[src/rtl/uart_pkg.sv]
// Shared UART types and helpers used by the receive and transmit paths.
package uart_pkg;

    localparam int unsigned UART_MAX_DATA_W = 9;

    typedef enum logic [1:0] {
        PAR_NONE = 2'd0,
        PAR_ODD  = 2'd1,
        PAR_EVEN = 2'd2
    } parity_e;

    typedef enum logic [2:0] {
        ST_IDLE,
        ST_START,
        ST_DATA,
        ST_PARITY,
        ST_STOP,
        ST_WAIT_HIGH
    } uart_rx_state_e;

    // Parity bit a well-formed frame carries for the given data; data is zero-extended.
    function automatic logic calc_parity(input logic [UART_MAX_DATA_W-1:0] data,
                                         input parity_e                    mode);
        return (mode == PAR_ODD) ? ~(^data) : ^data;
    endfunction

endpackage

[src/rtl/sync_fifo.sv]
// First-word-fall-through synchronous FIFO with occupancy count.
module sync_fifo #(
    parameter int unsigned WIDTH = 10,
    parameter int unsigned DEPTH = 8
) (
    input  logic                     clk_i,
    input  logic                     rst_i,
    input  logic                     push_i,
    input  logic [WIDTH-1:0]         data_i,
    input  logic                     pop_i,
    output logic [WIDTH-1:0]         data_o,
    output logic                     full_o,
    output logic                     empty_o,
    output logic [$clog2(DEPTH):0]   count_o
);

    localparam int unsigned PTR_W = $clog2(DEPTH);
    localparam int unsigned CNT_W = PTR_W + 1;

    logic [WIDTH-1:0] mem_q [DEPTH];
    logic [PTR_W-1:0] wr_ptr_q, wr_ptr_d;
    logic [PTR_W-1:0] rd_ptr_q, rd_ptr_d;
    logic [CNT_W-1:0] count_q, count_d;
    logic             do_push, do_pop;

    assign full_o  = (count_q == CNT_W'(DEPTH));
    assign empty_o = (count_q == '0);
    assign count_o = count_q;
    assign data_o  = mem_q[rd_ptr_q];

    // A push into a full FIFO is only taken when the head leaves in the same cycle.
    always_comb begin
        do_pop   = pop_i & ~empty_o;
        do_push  = push_i & (~full_o | do_pop);
        wr_ptr_d = wr_ptr_q + PTR_W'(do_push);
        rd_ptr_d = rd_ptr_q + PTR_W'(do_pop);
        count_d  = count_q + CNT_W'(do_push) - CNT_W'(do_pop);
    end

    always_ff @(posedge clk_i) begin
        if (rst_i) begin
            for (int unsigned i = 0; i < DEPTH; i++) mem_q[i] <= '0;
            wr_ptr_q <= '0;
            rd_ptr_q <= '0;
            count_q  <= '0;
        end else begin
            if (do_push) mem_q[wr_ptr_q] <= data_i;
            wr_ptr_q <= wr_ptr_d;
            rd_ptr_q <= rd_ptr_d;
            count_q  <= count_d;
        end
    end

endmodule

[src/rtl/uart_rx_fifo.sv]
// UART receiver: synchronises rx_i, deserialises frames, checks parity/stop
// and buffers {frame_err, parity_err, data} in a FWFT FIFO for the command parser.
module uart_rx_fifo
    import uart_pkg::*;
#(
    parameter int unsigned CLK_PER_BIT = 30,
    parameter int unsigned DATA_W      = 8,
    parameter parity_e     PARITY      = PAR_NONE,
    parameter int unsigned STOP_BITS   = 1,
    parameter int unsigned FIFO_DEPTH  = 8
) (
    input  logic                          clk_i,
    input  logic                          rst_i,
    input  logic                          rx_i,
    output logic [DATA_W-1:0]             data_o,
    output logic                          frame_err_o,
    output logic                          parity_err_o,
    output logic                          valid_o,
    input  logic                          ready_i,
    output logic [$clog2(FIFO_DEPTH):0]   fill_o,
    output logic                          overrun_o,
    input  logic                          clear_i
);

    localparam int unsigned CNT_W = $clog2(CLK_PER_BIT);
    localparam int unsigned BIT_W = $clog2(DATA_W + 1);
    localparam int unsigned HALF  = CLK_PER_BIT / 2;

    typedef struct packed {
        logic              frame_err;
        logic              parity_err;
        logic [DATA_W-1:0] data;
    } rx_entry_t;

    logic           sync1_q, sync2_q, prev_q;
    logic           rx_s, fall;
    uart_rx_state_e state_q;
    logic [CNT_W-1:0] cnt_q;
    logic [BIT_W-1:0] bit_q;
    logic [DATA_W-1:0] shift_q;
    logic           perr_q, ferr_q;
    logic           push_q;
    rx_entry_t      entry_q;
    rx_entry_t      head;
    logic           full, empty, pop, drop;
    logic           mid_start, bit_end, stop_err;

    assign rx_s      = sync2_q;
    assign fall      = prev_q & ~sync2_q;
    assign mid_start = (cnt_q == CNT_W'(HALF));
    assign bit_end   = (cnt_q == CNT_W'(CLK_PER_BIT - 1));
    assign stop_err  = ferr_q | ~rx_s;

    // Two-flop synchroniser plus edge-detect flop; idle-high after reset.
    always_ff @(posedge clk_i) begin
        if (rst_i) begin
            sync1_q <= 1'b1;
            sync2_q <= 1'b1;
            prev_q  <= 1'b1;
        end else begin
            sync1_q <= rx_i;
            sync2_q <= sync1_q;
            prev_q  <= sync2_q;
        end
    end

    // Frame FSM: start is qualified at mid-bit, later bits every CLK_PER_BIT cycles.
    always_ff @(posedge clk_i) begin
        if (rst_i) begin
            state_q <= ST_IDLE;
            cnt_q   <= '0;
            bit_q   <= '0;
            shift_q <= '0;
            perr_q  <= 1'b0;
            ferr_q  <= 1'b0;
            push_q  <= 1'b0;
            entry_q <= '0;
        end else begin
            push_q <= 1'b0;
            case (state_q)
                ST_IDLE: begin
                    if (fall) begin
                        state_q <= ST_START;
                        cnt_q   <= '0;
                    end
                end
                ST_START: begin
                    if (mid_start) begin
                        cnt_q   <= '0;
                        bit_q   <= '0;
                        state_q <= rx_s ? ST_IDLE : ST_DATA;
                    end else begin
                        cnt_q <= cnt_q + CNT_W'(1);
                    end
                end
                ST_DATA: begin
                    if (bit_end) begin
                        cnt_q   <= '0;
                        shift_q <= {rx_s, shift_q[DATA_W-1:1]};
                        if (bit_q == BIT_W'(DATA_W - 1)) begin
                            bit_q   <= '0;
                            perr_q  <= 1'b0;
                            ferr_q  <= 1'b0;
                            state_q <= (PARITY != PAR_NONE) ? ST_PARITY : ST_STOP;
                        end else begin
                            bit_q <= bit_q + BIT_W'(1);
                        end
                    end else begin
                        cnt_q <= cnt_q + CNT_W'(1);
                    end
                end
                ST_PARITY: begin
                    if (bit_end) begin
                        cnt_q   <= '0;
                        perr_q  <= (rx_s != calc_parity(UART_MAX_DATA_W'(shift_q), PARITY));
                        state_q <= ST_STOP;
                    end else begin
                        cnt_q <= cnt_q + CNT_W'(1);
                    end
                end
                ST_STOP: begin
                    if (bit_end) begin
                        cnt_q <= '0;
                        if (bit_q == BIT_W'(STOP_BITS - 1)) begin
                            push_q             <= 1'b1;
                            entry_q.frame_err  <= stop_err;
                            entry_q.parity_err <= perr_q;
                            entry_q.data       <= shift_q;
                            state_q            <= stop_err ? ST_WAIT_HIGH : ST_IDLE;
                        end else begin
                            ferr_q <= stop_err;
                            bit_q  <= bit_q + BIT_W'(1);
                        end
                    end else begin
                        cnt_q <= cnt_q + CNT_W'(1);
                    end
                end
                ST_WAIT_HIGH: begin
                    if (rx_s) state_q <= ST_IDLE;
                end
                default: state_q <= ST_IDLE;
            endcase
        end
    end

    assign pop  = valid_o & ready_i;
    assign drop = push_q & full & ~pop;

    sync_fifo #(
        .WIDTH ($bits(rx_entry_t)),
        .DEPTH (FIFO_DEPTH)
    ) u_fifo (
        .clk_i   (clk_i),
        .rst_i   (rst_i),
        .push_i  (push_q),
        .data_i  (entry_q),
        .pop_i   (pop),
        .data_o  (head),
        .full_o  (full),
        .empty_o (empty),
        .count_o (fill_o)
    );

    assign valid_o      = ~empty;
    assign data_o       = head.data;
    assign frame_err_o  = head.frame_err;
    assign parity_err_o = head.parity_err;

    // Sticky overrun; a drop in the same cycle as clear_i keeps it set.
    always_ff @(posedge clk_i) begin
        if (rst_i)        overrun_o <= 1'b0;
        else if (drop)    overrun_o <= 1'b1;
        else if (clear_i) overrun_o <= 1'b0;
    end

endmodule

[config.mk]
export PLATFORM = sky130hd
export DESIGN_NAME = uart_rx_fifo
export DESIGN_NICKNAME = d
export VERILOG_FILES = /design/src/rtl/uart_pkg.sv /design/src/rtl/sync_fifo.sv /design/src/rtl/uart_rx_fifo.sv
export SDC_FILE = /design/constraint.sdc
export NUM_CORES = 1
export LEC_CHECK = 0
export CORE_ASPECT_RATIO = 1.5
export CORE_UTILIZATION = 55
export CTS_CLUSTER_SIZE = 28
export DETAILED_ROUTE_END_ITERATION = 16
export GPL_TIMING_DRIVEN = 0
export PLACE_DENSITY = 0.7
export SYNTH_ARGS = -nofsm -noshare
export SYNTH_HDL_FRONTEND = slang
export SYNTH_SLANG_ARGS = --single-unit
export TNS_END_PERCENT = 50
[constraint.sdc]
create_clock -name clk_i -period 2.9 [get_ports clk_i]
set_input_delay 0.29 -clock clk_i [delete_from_list [all_inputs] [get_ports clk_i]]
set_output_delay 0.29 -clock clk_i [all_outputs]
set_load 0.05 [all_outputs]
==> results.cfg, run 1 <==
[grt]
antenna_found_initial = 0
grt_pass1_vias = 3865
grt-ovfl-total = 0
grt_start_max_net_pins = 17
grt.total_usage_pct = 24.61
grt_pass1_wl_mm = 19.71

[timing]
hold_viol = 0
setup-tns-final_ns = 0
fin_crit_sh_pct = 94.74
finalSetupViolCount = 0
fin_skew_ns = 0.03209
finalMaxSlewViolations = 0
worst_pin_slew_ns = 0.6136
fin_ws_ns = 0.1525
rsz0062_at_grt = false
maxSlewHeadroom_pct = 59.09
fmax_mhz = 364.0
period_needed_ns = 2.748

[floorplan]
core_area_um2 = 10590
die_h_um = 129.6
initial_core_util_pct = 56.34
die-area_um2 = 11280
ios = 21
die_w_um = 87.05
row_count = 46

[drt]
drc = 0
vias_per_cell = 5.423
wl_per_cell_um = 18.48
routed_wl_mm = 12.55
first_pass_iters = 4
dr_total_vias = 3682
ant_nets = 0
first_iter_violations = 183

[worst_hold_path]
min_path_type = reg2reg

[synthesis]
ys_ff_latch = 127
synth_nets = 506
yosysSeqAreaShare_pct = 56.03
ys.flop_type = edfxtp_1
syn_area_um2 = 5967
async_reset_ff_share_pct = 0
synthCells = 484
synth-edff-count = 80
synth_cell_type_count = 47
yosys_warnings = 0
synth.avg_cell_area_um2 = 12.33

[finish]
register_area_um2 = 3343
finalInstanceArea_um2 = 6920
antennaDiodeCount = 0
fill_cells = 840
final_common_cell = and2_1
fin_util_pct = 65.35
drive_above_1_share_pct = 14.58
nNetsFinal = 545
final_cell_mix = and2_1 (84), edfxtp_1 (80), dfxtp_1 (47)
final_cells = 679
multiInputGateArea_um2 = 2471
area.growth.synth_to_final_pct = 15.98

[flow_run]
cap_violations = 0

[clock_tree]
cts_resized = 12
ctsHoldBuffers = 0
cts_root_buf = clkbuf_16
cts_max_level = 4
cts_sinks = 127
cts_buffer_depth = 2
numCtsBuffers = 17
cts_setup_buffers = 0
clk_latency_ns = 0.43
cts_tree = yes
clk_pin_slew_ns = 0.06

[setup_path]
cp.arrival_ns = 2.46
path_cells = buf_2 > mux4_2 > mux2_2 > dlygate4sd2_1
critPathMaxStageDelay_ns = 0.61
cp_max_fo = 10
cp.required_ns = 2.61
critPathCaptureType = primary output
crit_type = reg2out
crit_slowest_cell = mux4_2
cp-start-kind = flip-flop

[place]
placed_area_um2 = 6347
place_hpwl_mm = 8.821
io_buffers = 20
preCtsSetupSlack_ns = 0.2810
dp_cells = 648
gp_congestion = 0.9079

[outcome]
status = finished, final reports clean

[power]
p_per_area_nw_per_um2 = 811.2
leakage_nw = 2.585
peakVddDrop_uv = 471.7
[cells in the mapped netlist (2+ instances only)]
library cell | count | area share, %
o21ai_1 | 4 | 0.34
or3_1 | 3 | 0.31
clkbuf_1 | 18 | 1.1
mux2i_1 | 10 | 1.7
mux2_2 | 10 | 1.9
nor2b_1 | 12 | 1.3
and2_1 | 84 | 8.8
a31oi_1 | 3 | 0.31
nor4_1 | 2 | 0.21
edfxtp_1 | 80 | 40
buf_2 | 5 | 0.42
dfxtp_1 | 47 | 16
nor3b_1 | 3 | 0.38
nand2_1 | 22 | 1.4
inv_1 | 13 | 0.82
nand3_1 | 14 | 1.2
nand3b_1 | 8 | 1.0
xnor2_1 | 12 | 1.8
or2_1 | 8 | 0.84
nand4_1 | 2 | 0.21
mux4_2 | 20 | 7.5
ha_1 | 16 | 3.4
or2_2 | 4 | 0.42
a21oi_1 | 19 | 1.6
nor3_1 | 2 | 0.17
nand2b_1 | 6 | 0.63
a211oi_1 | 4 | 0.50
nand2_4 | 2 | 0.38
nor2_1 | 33 | 2.1
[kinds of logic after synthesis]
kind of cell / synth area share (%)
XOR/XNOR: 1.908
AND/OR/NAND/NOR: 20.57
multiplexers: 11.11
AO/OA/AOI/OAI: 4.131
flip-flops: 56.03
buffers and inverters: 2.558
adder cells (fa/ha/maj): 3.690
[path summary, 6_finish.rpt]
| path | slack [ns] | cells past startpoint | endpoint | from |
|---|---|---|---|---|
| max reg2reg | 0.38 | 7 | u_fifo.mem_q[0][2]$_SDFFCE_PN0P_ | u_fifo.count_o[2]$_SDFF_PP0_ |
| min | 0.42 | 1 | rx_s$_SDFF_PP1_ | sync1_q$_SDFF_PP1_ |
| min reg2reg | 0.42 | 1 | rx_s$_SDFF_PP1_ | sync1_q$_SDFF_PP1_ |
| max | 0.15 | 4 | data_o[7] | u_fifo.rd_ptr_q[0]$_SDFF_PP0_ |
[per-stage QoR]
stage,hold WS (ns),total power (W)
3_3_place_gp,0.3996,0.003582
3_5_place_dp,0.4082,0.003609
4_1_cts,0.4220,0.005660
6_report,0.4163,0.005614
2_1_floorplan,0.3895,0.003201
5_1_grt,0.4486,0.005834
[where the power goes]
group / internal (W) / leakage (nW) / total, W / switching, W
Sequential: 0.00201 / 1.21 / 0.00208 / 0.0000706
Clock: 0.00127 / 0.271 / 0.00209 / 0.000820
Combinational: 0.000577 / 1.11 / 0.00144 / 0.000863
[metal layers]
| metal | GRT usage (%) | share of wire, % |
|---|---|---|
| met5 | 0 | 0 |
| met4 | 13.92 | 3.7 |
| met3 | 5.796 | 2.7 |
| met2 | 46.18 | 57 |
| met1 | 24.31 | 36 |
[registers in the layout, summed over array words and instances (netlist names), 3 cells and up]
name	flops
u_fifo.mem_q	80
entry_q	10
shift_q	8
cnt_q	5
bit_q	4
u_fifo.count_o	4
state_q	3
u_fifo.rd_ptr_q	3
u_fifo.wr_ptr_q	3
[critical path, delay by kind of cell (launching register included)]
family / cells / cell delay (ns)
multiplexers: 2 / 0.90
buffers and inverters: 2 / 0.79
flip-flops: 1 / 0.36
[layout make-up]
class                   instances  area share (%)
clock inverters                14           2.278
clock buffers                  17           6.147
flip-flops and latches        127           48.31
well taps                     144           2.604
plain buffers                  24           1.537
multi-input cells             320           35.71
repair buffers                 20           2.712
inverters                      13          0.7051
No activity file was read; power rests on OpenSTA's default activity.
==> run 2: changes to the inputs <==
--- a/config.mk
+++ b/config.mk
@@ -11,6 +11,7 @@
 export DETAILED_ROUTE_END_ITERATION = 16
 export GPL_TIMING_DRIVEN = 0
 export PLACE_DENSITY = 0.7
+export SETUP_SLACK_MARGIN = 0.05
 export SYNTH_ARGS = -nofsm -noshare
 export SYNTH_HDL_FRONTEND = slang
 export SYNTH_SLANG_ARGS = --single-unit
==> results of run 2 <==
No change in the layout: final DEF, timing and power equal those of run 1.
